--- src/rtl/a51_keystream_core_if.sv ---
// Signal bundle for the A5/1 keystream core: stage strobes, serial inputs, keystream results and debug state.
// STAGE_ERR is present only when A51_STAGE_CHECK_EN is defined.
interface a51_keystream_core_if;
  // Flow control: there is no ready. The stage counter owns the strobes and the core
  // accepts one serial bit on every strobed cycle. OUT_VALID is high for one cycle
  // after each OUTPUTSTAGE sample and qualifies KS_BIT/DATA_OUT for that cycle only.
  logic        STAGEONE;
  logic        STAGETWO;
  logic        STAGETHREE;
  logic        OUTPUTSTAGE;
  logic        KEY_BIT;
  logic        FRAME_BIT;
  logic        DATA_IN;
  logic        KS_BIT;
  logic        DATA_OUT;
  logic        OUT_VALID;
  logic [2:0]  stage_dbg;
  logic [18:0] r1_dbg;
  logic [21:0] r2_dbg;
  logic [22:0] r3_dbg;
`ifdef A51_STAGE_CHECK_EN
  logic        STAGE_ERR;

  modport master (
    output STAGEONE, STAGETWO, STAGETHREE, OUTPUTSTAGE, KEY_BIT, FRAME_BIT, DATA_IN,
    input  KS_BIT, DATA_OUT, OUT_VALID, stage_dbg, r1_dbg, r2_dbg, r3_dbg, STAGE_ERR
  );
  modport slave (
    input  STAGEONE, STAGETWO, STAGETHREE, OUTPUTSTAGE, KEY_BIT, FRAME_BIT, DATA_IN,
    output KS_BIT, DATA_OUT, OUT_VALID, stage_dbg, r1_dbg, r2_dbg, r3_dbg, STAGE_ERR
  );
`else
  modport master (
    output STAGEONE, STAGETWO, STAGETHREE, OUTPUTSTAGE, KEY_BIT, FRAME_BIT, DATA_IN,
    input  KS_BIT, DATA_OUT, OUT_VALID, stage_dbg, r1_dbg, r2_dbg, r3_dbg
  );
  modport slave (
    input  STAGEONE, STAGETWO, STAGETHREE, OUTPUTSTAGE, KEY_BIT, FRAME_BIT, DATA_IN,
    output KS_BIT, DATA_OUT, OUT_VALID, stage_dbg, r1_dbg, r2_dbg, r3_dbg
  );
`endif
endinterface

--- src/rtl/a51_keystream_core.sv ---
// A5/1 keystream core: three LFSRs keyed, framed and warmed under the stage counter's strobes.
// Optional stage-sequence checker (STAGE_ERR) enabled by defining A51_STAGE_CHECK_EN.
module a51_keystream_core #(
  parameter int KEY_LEN    = 64,
  parameter int FRAME_LEN  = 22,
  parameter int WARMUP_LEN = 100
) (
  input logic                 C,
  input logic                 CLR,
  a51_keystream_core_if.slave bus
);

  localparam logic [2:0] ST_NONE  = 3'd0;
  localparam logic [2:0] ST_KEY   = 3'd1;
  localparam logic [2:0] ST_FRAME = 3'd2;
  localparam logic [2:0] ST_WARM  = 3'd3;
  localparam logic [2:0] ST_OUT   = 3'd4;

  // The stage lengths are fixed by the A5/1 algorithm and the upstream counter.
  if (KEY_LEN != 64 || FRAME_LEN != 22 || WARMUP_LEN != 100) begin : g_param_guard
    $error("a51_keystream_core: stage lengths are fixed at 64/22/100");
  end

  logic [18:0] r1, r1_n;
  logic [21:0] r2, r2_n;
  logic [22:0] r3, r3_n;
  logic [2:0]  cur_stage, prev_stage;
  logic [3:0]  strobes;
  logic        maj, z, key_first;
  logic        ks_q, dout_q, valid_q;

  function automatic logic [18:0] r1_step(input logic [18:0] r, input logic b);
    return {r[17:0], r[13] ^ r[16] ^ r[17] ^ r[18] ^ b};
  endfunction

  function automatic logic [21:0] r2_step(input logic [21:0] r, input logic b);
    return {r[20:0], r[20] ^ r[21] ^ b};
  endfunction

  function automatic logic [22:0] r3_step(input logic [22:0] r, input logic b);
    return {r[21:0], r[7] ^ r[20] ^ r[21] ^ r[22] ^ b};
  endfunction

  assign strobes = {bus.OUTPUTSTAGE, bus.STAGETHREE, bus.STAGETWO, bus.STAGEONE};

  // Anything other than exactly one strobe decodes to NONE and holds the datapath.
  always_comb begin
    cur_stage = ST_NONE;
    case (strobes)
      4'b0001: cur_stage = ST_KEY;
      4'b0010: cur_stage = ST_FRAME;
      4'b0100: cur_stage = ST_WARM;
      4'b1000: cur_stage = ST_OUT;
      default: cur_stage = ST_NONE;
    endcase
  end

  assign maj       = (r1[8] & r2[10]) | (r1[8] & r3[10]) | (r2[10] & r3[10]);
  assign key_first = (prev_stage != ST_KEY);

  always_comb begin
    r1_n = r1;
    r2_n = r2;
    r3_n = r3;
    case (cur_stage)
      ST_KEY: begin
        // Entering a key load starts from all-zero registers, also after counter wrap.
        r1_n = r1_step(key_first ? 19'd0 : r1, bus.KEY_BIT);
        r2_n = r2_step(key_first ? 22'd0 : r2, bus.KEY_BIT);
        r3_n = r3_step(key_first ? 23'd0 : r3, bus.KEY_BIT);
      end
      ST_FRAME: begin
        r1_n = r1_step(r1, bus.FRAME_BIT);
        r2_n = r2_step(r2, bus.FRAME_BIT);
        r3_n = r3_step(r3, bus.FRAME_BIT);
      end
      ST_WARM, ST_OUT: begin
        if (r1[8] == maj)  r1_n = r1_step(r1, 1'b0);
        if (r2[10] == maj) r2_n = r2_step(r2, 1'b0);
        if (r3[10] == maj) r3_n = r3_step(r3, 1'b0);
      end
      default: ;
    endcase
  end

  assign z = r1_n[18] ^ r2_n[21] ^ r3_n[22];

  always_ff @(posedge C) begin
    if (CLR) begin
      r1         <= '0;
      r2         <= '0;
      r3         <= '0;
      prev_stage <= ST_NONE;
      ks_q       <= 1'b0;
      dout_q     <= 1'b0;
      valid_q    <= 1'b0;
    end else begin
      r1         <= r1_n;
      r2         <= r2_n;
      r3         <= r3_n;
      prev_stage <= cur_stage;
      if (cur_stage == ST_OUT) begin
        ks_q    <= z;
        dout_q  <= bus.DATA_IN ^ z;
        valid_q <= 1'b1;
      end else begin
        valid_q <= 1'b0;
      end
    end
  end

  assign bus.KS_BIT    = ks_q;
  assign bus.DATA_OUT  = dout_q;
  assign bus.OUT_VALID = valid_q;
  assign bus.stage_dbg = prev_stage;
  assign bus.r1_dbg    = r1;
  assign bus.r2_dbg    = r2;
  assign bus.r3_dbg    = r3;

`ifdef A51_STAGE_CHECK_EN
  localparam logic [7:0] KEY_RUN   = 8'(KEY_LEN);
  localparam logic [7:0] FRAME_RUN = 8'(FRAME_LEN);
  localparam logic [7:0] WARM_RUN  = 8'(WARMUP_LEN);

  logic [7:0] run_len;
  logic       stage_err;
  logic       multi_strobe;
  logic       legal_move;

  assign multi_strobe = ($countones(strobes) > 1);
  assign legal_move   = (prev_stage == ST_KEY   && cur_stage == ST_FRAME) ||
                        (prev_stage == ST_FRAME && cur_stage == ST_WARM)  ||
                        (prev_stage == ST_WARM  && cur_stage == ST_OUT)   ||
                        (prev_stage == ST_OUT   && cur_stage == ST_KEY);

  // run_len holds the length of the run that prev_stage belongs to; it is judged when that run ends.
  always_ff @(posedge C) begin
    if (CLR) begin
      run_len   <= 8'd0;
      stage_err <= 1'b0;
    end else begin
      if (cur_stage == prev_stage) begin
        if (run_len != 8'hFF) run_len <= run_len + 8'd1;
      end else begin
        run_len <= 8'd1;
      end
      if (multi_strobe) stage_err <= 1'b1;
      if (cur_stage != prev_stage && prev_stage != ST_NONE) begin
        if (prev_stage == ST_KEY && run_len != KEY_RUN && run_len != KEY_RUN + 8'd1)
          stage_err <= 1'b1;
        if (prev_stage == ST_FRAME && run_len != FRAME_RUN) stage_err <= 1'b1;
        if (prev_stage == ST_WARM && run_len != WARM_RUN)   stage_err <= 1'b1;
        if (cur_stage != ST_NONE && !legal_move)           stage_err <= 1'b1;
      end
    end
  end

  assign bus.STAGE_ERR = stage_err;
`endif

endmodule
--- src/flat_wrapper.sv ---
// flat-port wrapper written by rule: the top's interface ports become plain ports
module a51_keystream_core_flat 
#(
  parameter int KEY_LEN    = 64,
  parameter int FRAME_LEN  = 22,
  parameter int WARMUP_LEN = 100
)
  (C, CLR, bus_STAGEONE, bus_STAGETWO, bus_STAGETHREE, bus_OUTPUTSTAGE, bus_KEY_BIT, bus_FRAME_BIT, bus_DATA_IN, bus_KS_BIT, bus_DATA_OUT, bus_OUT_VALID, bus_stage_dbg, bus_r1_dbg, bus_r2_dbg, bus_r3_dbg);
  a51_keystream_core_if bus_i ();
  input logic C;
  input logic CLR;
  input wire logic [$bits(bus_i.STAGEONE)-1:0] bus_STAGEONE;
  input wire logic [$bits(bus_i.STAGETWO)-1:0] bus_STAGETWO;
  input wire logic [$bits(bus_i.STAGETHREE)-1:0] bus_STAGETHREE;
  input wire logic [$bits(bus_i.OUTPUTSTAGE)-1:0] bus_OUTPUTSTAGE;
  input wire logic [$bits(bus_i.KEY_BIT)-1:0] bus_KEY_BIT;
  input wire logic [$bits(bus_i.FRAME_BIT)-1:0] bus_FRAME_BIT;
  input wire logic [$bits(bus_i.DATA_IN)-1:0] bus_DATA_IN;
  output wire logic [$bits(bus_i.KS_BIT)-1:0] bus_KS_BIT;
  output wire logic [$bits(bus_i.DATA_OUT)-1:0] bus_DATA_OUT;
  output wire logic [$bits(bus_i.OUT_VALID)-1:0] bus_OUT_VALID;
  output wire logic [$bits(bus_i.stage_dbg)-1:0] bus_stage_dbg;
  output wire logic [$bits(bus_i.r1_dbg)-1:0] bus_r1_dbg;
  output wire logic [$bits(bus_i.r2_dbg)-1:0] bus_r2_dbg;
  output wire logic [$bits(bus_i.r3_dbg)-1:0] bus_r3_dbg;
  assign bus_i.STAGEONE = bus_STAGEONE;
  assign bus_i.STAGETWO = bus_STAGETWO;
  assign bus_i.STAGETHREE = bus_STAGETHREE;
  assign bus_i.OUTPUTSTAGE = bus_OUTPUTSTAGE;
  assign bus_i.KEY_BIT = bus_KEY_BIT;
  assign bus_i.FRAME_BIT = bus_FRAME_BIT;
  assign bus_i.DATA_IN = bus_DATA_IN;
  assign bus_KS_BIT = bus_i.KS_BIT;
  assign bus_DATA_OUT = bus_i.DATA_OUT;
  assign bus_OUT_VALID = bus_i.OUT_VALID;
  assign bus_stage_dbg = bus_i.stage_dbg;
  assign bus_r1_dbg = bus_i.r1_dbg;
  assign bus_r2_dbg = bus_i.r2_dbg;
  assign bus_r3_dbg = bus_i.r3_dbg;
  a51_keystream_core #(.KEY_LEN(KEY_LEN), .FRAME_LEN(FRAME_LEN), .WARMUP_LEN(WARMUP_LEN)) u_core (.C(C), .CLR(CLR), .bus(bus_i));
endmodule
--- config.mk ---
export PLATFORM = sky130hd
export DESIGN_NAME = a51_keystream_core_flat
export DESIGN_NICKNAME = d
export VERILOG_FILES = /design/src/rtl/a51_keystream_core_if.sv /design/src/rtl/a51_keystream_core.sv /design/src/flat_wrapper.sv
export SDC_FILE = /design/constraint.sdc
export NUM_CORES = 1
export LEC_CHECK = 0
export CORE_UTILIZATION = 34
export DETAILED_ROUTE_END_ITERATION = 8
export SYNTH_ARGS = -nofsm -noshare
export SYNTH_HDL_FRONTEND = slang
export SYNTH_SLANG_ARGS = --single-unit
--- constraint.sdc ---
create_clock -name C -period 3.1 [get_ports C]
set_clock_uncertainty 0.15 [all_clocks]
set_input_delay 0.775 -clock C [delete_from_list [all_inputs] [get_ports C]]
set_output_delay 0.775 -clock C [all_outputs]
set_load 0.1 [all_outputs]
==> flow_summary.toml <==
[yosys]
synth_top_cells_by_area = "dfxtp_1, a22oi_1, nor2_1"
yosys.area_share.simple_pct = 18.0
synth.distinct_cells = 36
postSynthCellCount = 298
synth_nets = 310
synth_fa_ha_area_share_pct = 1.68
synthMuxAreaShare_pct = 0
synth_xor_area_share_pct = 5.22
synth_top_area_share_pct = 49.5
synth_compound_area_share_pct = 22.1
ys.flop_type = "dfxtp_1"
async_reset_ff_share_pct = 0
ys_seq_area_share_pct = 49.5
avgSynthCellArea_sq_um = 9.49
yosys.area.top_type = "dfxtp_1"
synth_edf_count = 0
synth_top_family_by_area = "compound AO/OA/AOI/OAI gates"
ys_warn_count = 0
netlist_area_sq_um = 2830
synth.ff_latch_count = 70

[clock_network]
clk_pin_slew_worst_paths_ps = 80
cts_tree = "yes"
cts.sinks = 70
cts_buffers = 9
hold_buffers = 0
postCtsSetupBuffers = 0
clockBufferDepth = 2
cts_root_buf = "clkbuf_8"
htreeDepth = 3
cts_resized = 0
clock_latency_ps = 340

[route]
detail-route-antenna-nets = 0
drtIter0Drc = 160
drt-pass1-iter-count = 4
vias = 2524
post_drt_wl_per_cell_um = 13.9
drt-vias-per-instance = 5.10
drt_drc_violations_left = 0
wirelength_mm = 6.87

[cells_and_area]
final_util_pct = 50.0
n_antenna_cell = 0
nets = 400
final_cells = 495
fillers = 756
area_growth_pct = 39.3
layout-drive-gt1-share_pct = 31.0
stdcell_area_sq_um = 3940

[timing]
max-slew-margin-rel_pct = 47.6
setup_viol = 0
clock.fmax_mhz = 354
hold_viol = 0
rsz0062_at_grt = "false"
finalCriticalPeriod_ps = 2820
worstMarginPinSlew_ps = 786
holdWs_ps = 380
slew_violations = 0
finalCritPeriodShare_pct = 91.0

[worst_setup_path]
worst_setup_path_end_kind = "register"
cp_max_fo = 19
cp_data_arrival_time_ps = 2950
crit_type = "input port to register"
start_kind = "input port"
crit_required_ps = 3230

[die]
dieArea_sq_um = 8690
ios = 79
die_h_um = 93.2
rows = 32
start_util_pct = 35.9
fp.coreArea_sq_um = 7890
die_width_um = 93.2

[power]
power.leakage_nw = 1.64
power_density_nw_per_um2 = 541
ir_drop_mv = 0.302
total_power_mw = 2.13

[global_routing]
grt_util_all_layers_pct = 17.2
first_global_vias = 2458
grt.overflow.total = 0
antenna_found_initial = 0
grt_max_degree = 61
grt_pass1_wl_mm = 11.7

[run_status]
outcome = "finished clean"

[place]
place_hpwl_mm = 4.71
io_buffers = 78
placed_area_sq_um = 3660
gp_congestion = 0.851
dp.cells = 479

[flow_run]
cap_viol_max_count = 0

[min_path]
hold_class = "register to register"
cell usage in the layout (no fill, tap or decap), types with 3 or more instances in the layout:
cell and n:
buf_4 92, dfxtp_1 67, nor2_1 65, a22oi_1 55, clkbuf_8 11, xnor2_1 10
nand2_1 8, nor2b_1 7, clkdlybuf4s50_1 7, nor3_1 6, a221oi_1 6, xor2_1 5
a211oi_2 4, and2_1 4, nand3b_1 4, bufinv_16 4, o21ai_0 3, ha_1 3
dfxtp_2 3
cell families (layout without fill, tap and decap cells):
family	count (synthesis)	in the layout
AO/OA/AOI/OAI	82	82
buffers and inverters	22	117
XOR/XNOR	16	16
adder cells (fa/ha/maj)	4	4
AND/OR/NAND/NOR	104	104
flip-flops	70	70
final timing paths:
kind / to / slack (ps) / from / cells after the start
setup / recovery: u_core.bus.r2_dbg[13] / 280 / bus_OUTPUTSTAGE / 7
hold / removal: u_core.bus.r1_dbg[9] / 380 / u_core.bus.r1_dbg[9] / 2
setup reg to reg: u_core.bus.KS_BIT / 410 / u_core.bus.r1_dbg[8] / 8
hold reg to reg: u_core.bus.r1_dbg[9] / 380 / u_core.bus.r1_dbg[9] / 2
registers in the layout, indices dropped and copies added (netlist names):
| name | count |
|---|---|
| u_core.bus.stage_dbg | 3 |
| u_core.bus.r1_dbg | 19 |
| u_core.bus.KS_BIT | 1 |
| u_core.bus.r3_dbg | 23 |
| u_core.bus.OUT_VALID | 1 |
| u_core.bus.r2_dbg | 22 |
| u_core.bus.DATA_OUT | 1 |
cell usage after synthesis (2+ instances only):
library cell and number:
buf_4 3, and2_1 4, a21o_1 2, a32o_1 2, a211oi_1 2, a22oi_1 55, nor2_1 65, a21oi_1 2
a221oi_1 6, or3_1 2, buf_1 2, buf_2 2, o21ai_1 2, o22ai_1 2, xnor2_1 10, nor4b_4 2
nor2b_1 7, xor2_1 5, clkbuf_1 15, nand3b_1 4, nor4_1 2, nand2_1 8, ha_1 3, o21ai_0 3
nor3_1 6, a221o_1 2, dfxtp_1 70, a211oi_2 2
worst max-delay path: stages:
cell and delay, ps:
clkdlybuf4s50_1 650, xor2_2 290, buf_4 180, nand2_1 130, o21ai_2 660, a22oi_1 140, nor2_1 130
through the flow:
step | setup WS [ps] | setup TNS (ps)
final | 278 | 0
after global routing | 62.5 | 0
after CTS | 283 | 0
after detailed placement | -77.3 | -1310
after global placement | -113 | -770
after floorplan | 293 | 0
final cells by class:
type	instances	area [sq um]	area share, %
Clock buffer	11	151	3.84
Clock inverter	5	129	3.27
Multi-Input combinational cell	206	1340	34.0
Sequential cell	70	1410	35.7
Tap cell	102	128	3.24
Timing Repair Buffer	101	786	19.9
where the power goes:
part           switching (mW)  internal (mW)
combinational           0.151         0.0625
sequential            0.00631          0.907
clock                   0.342          0.661
total                   0.500           1.63
routing by layer:
metal	share of wire (%)	up-vias	track usage, %	wire length, um
met3	6.7	19	5.85	462
li1	-	1263	-	-
met1	47	1169	22.0	3210
met4	2.2	0	7.44	153
met2	44	73	26.0	3050
met5	0	-	0	0
(Power assumes the default switching activity.)
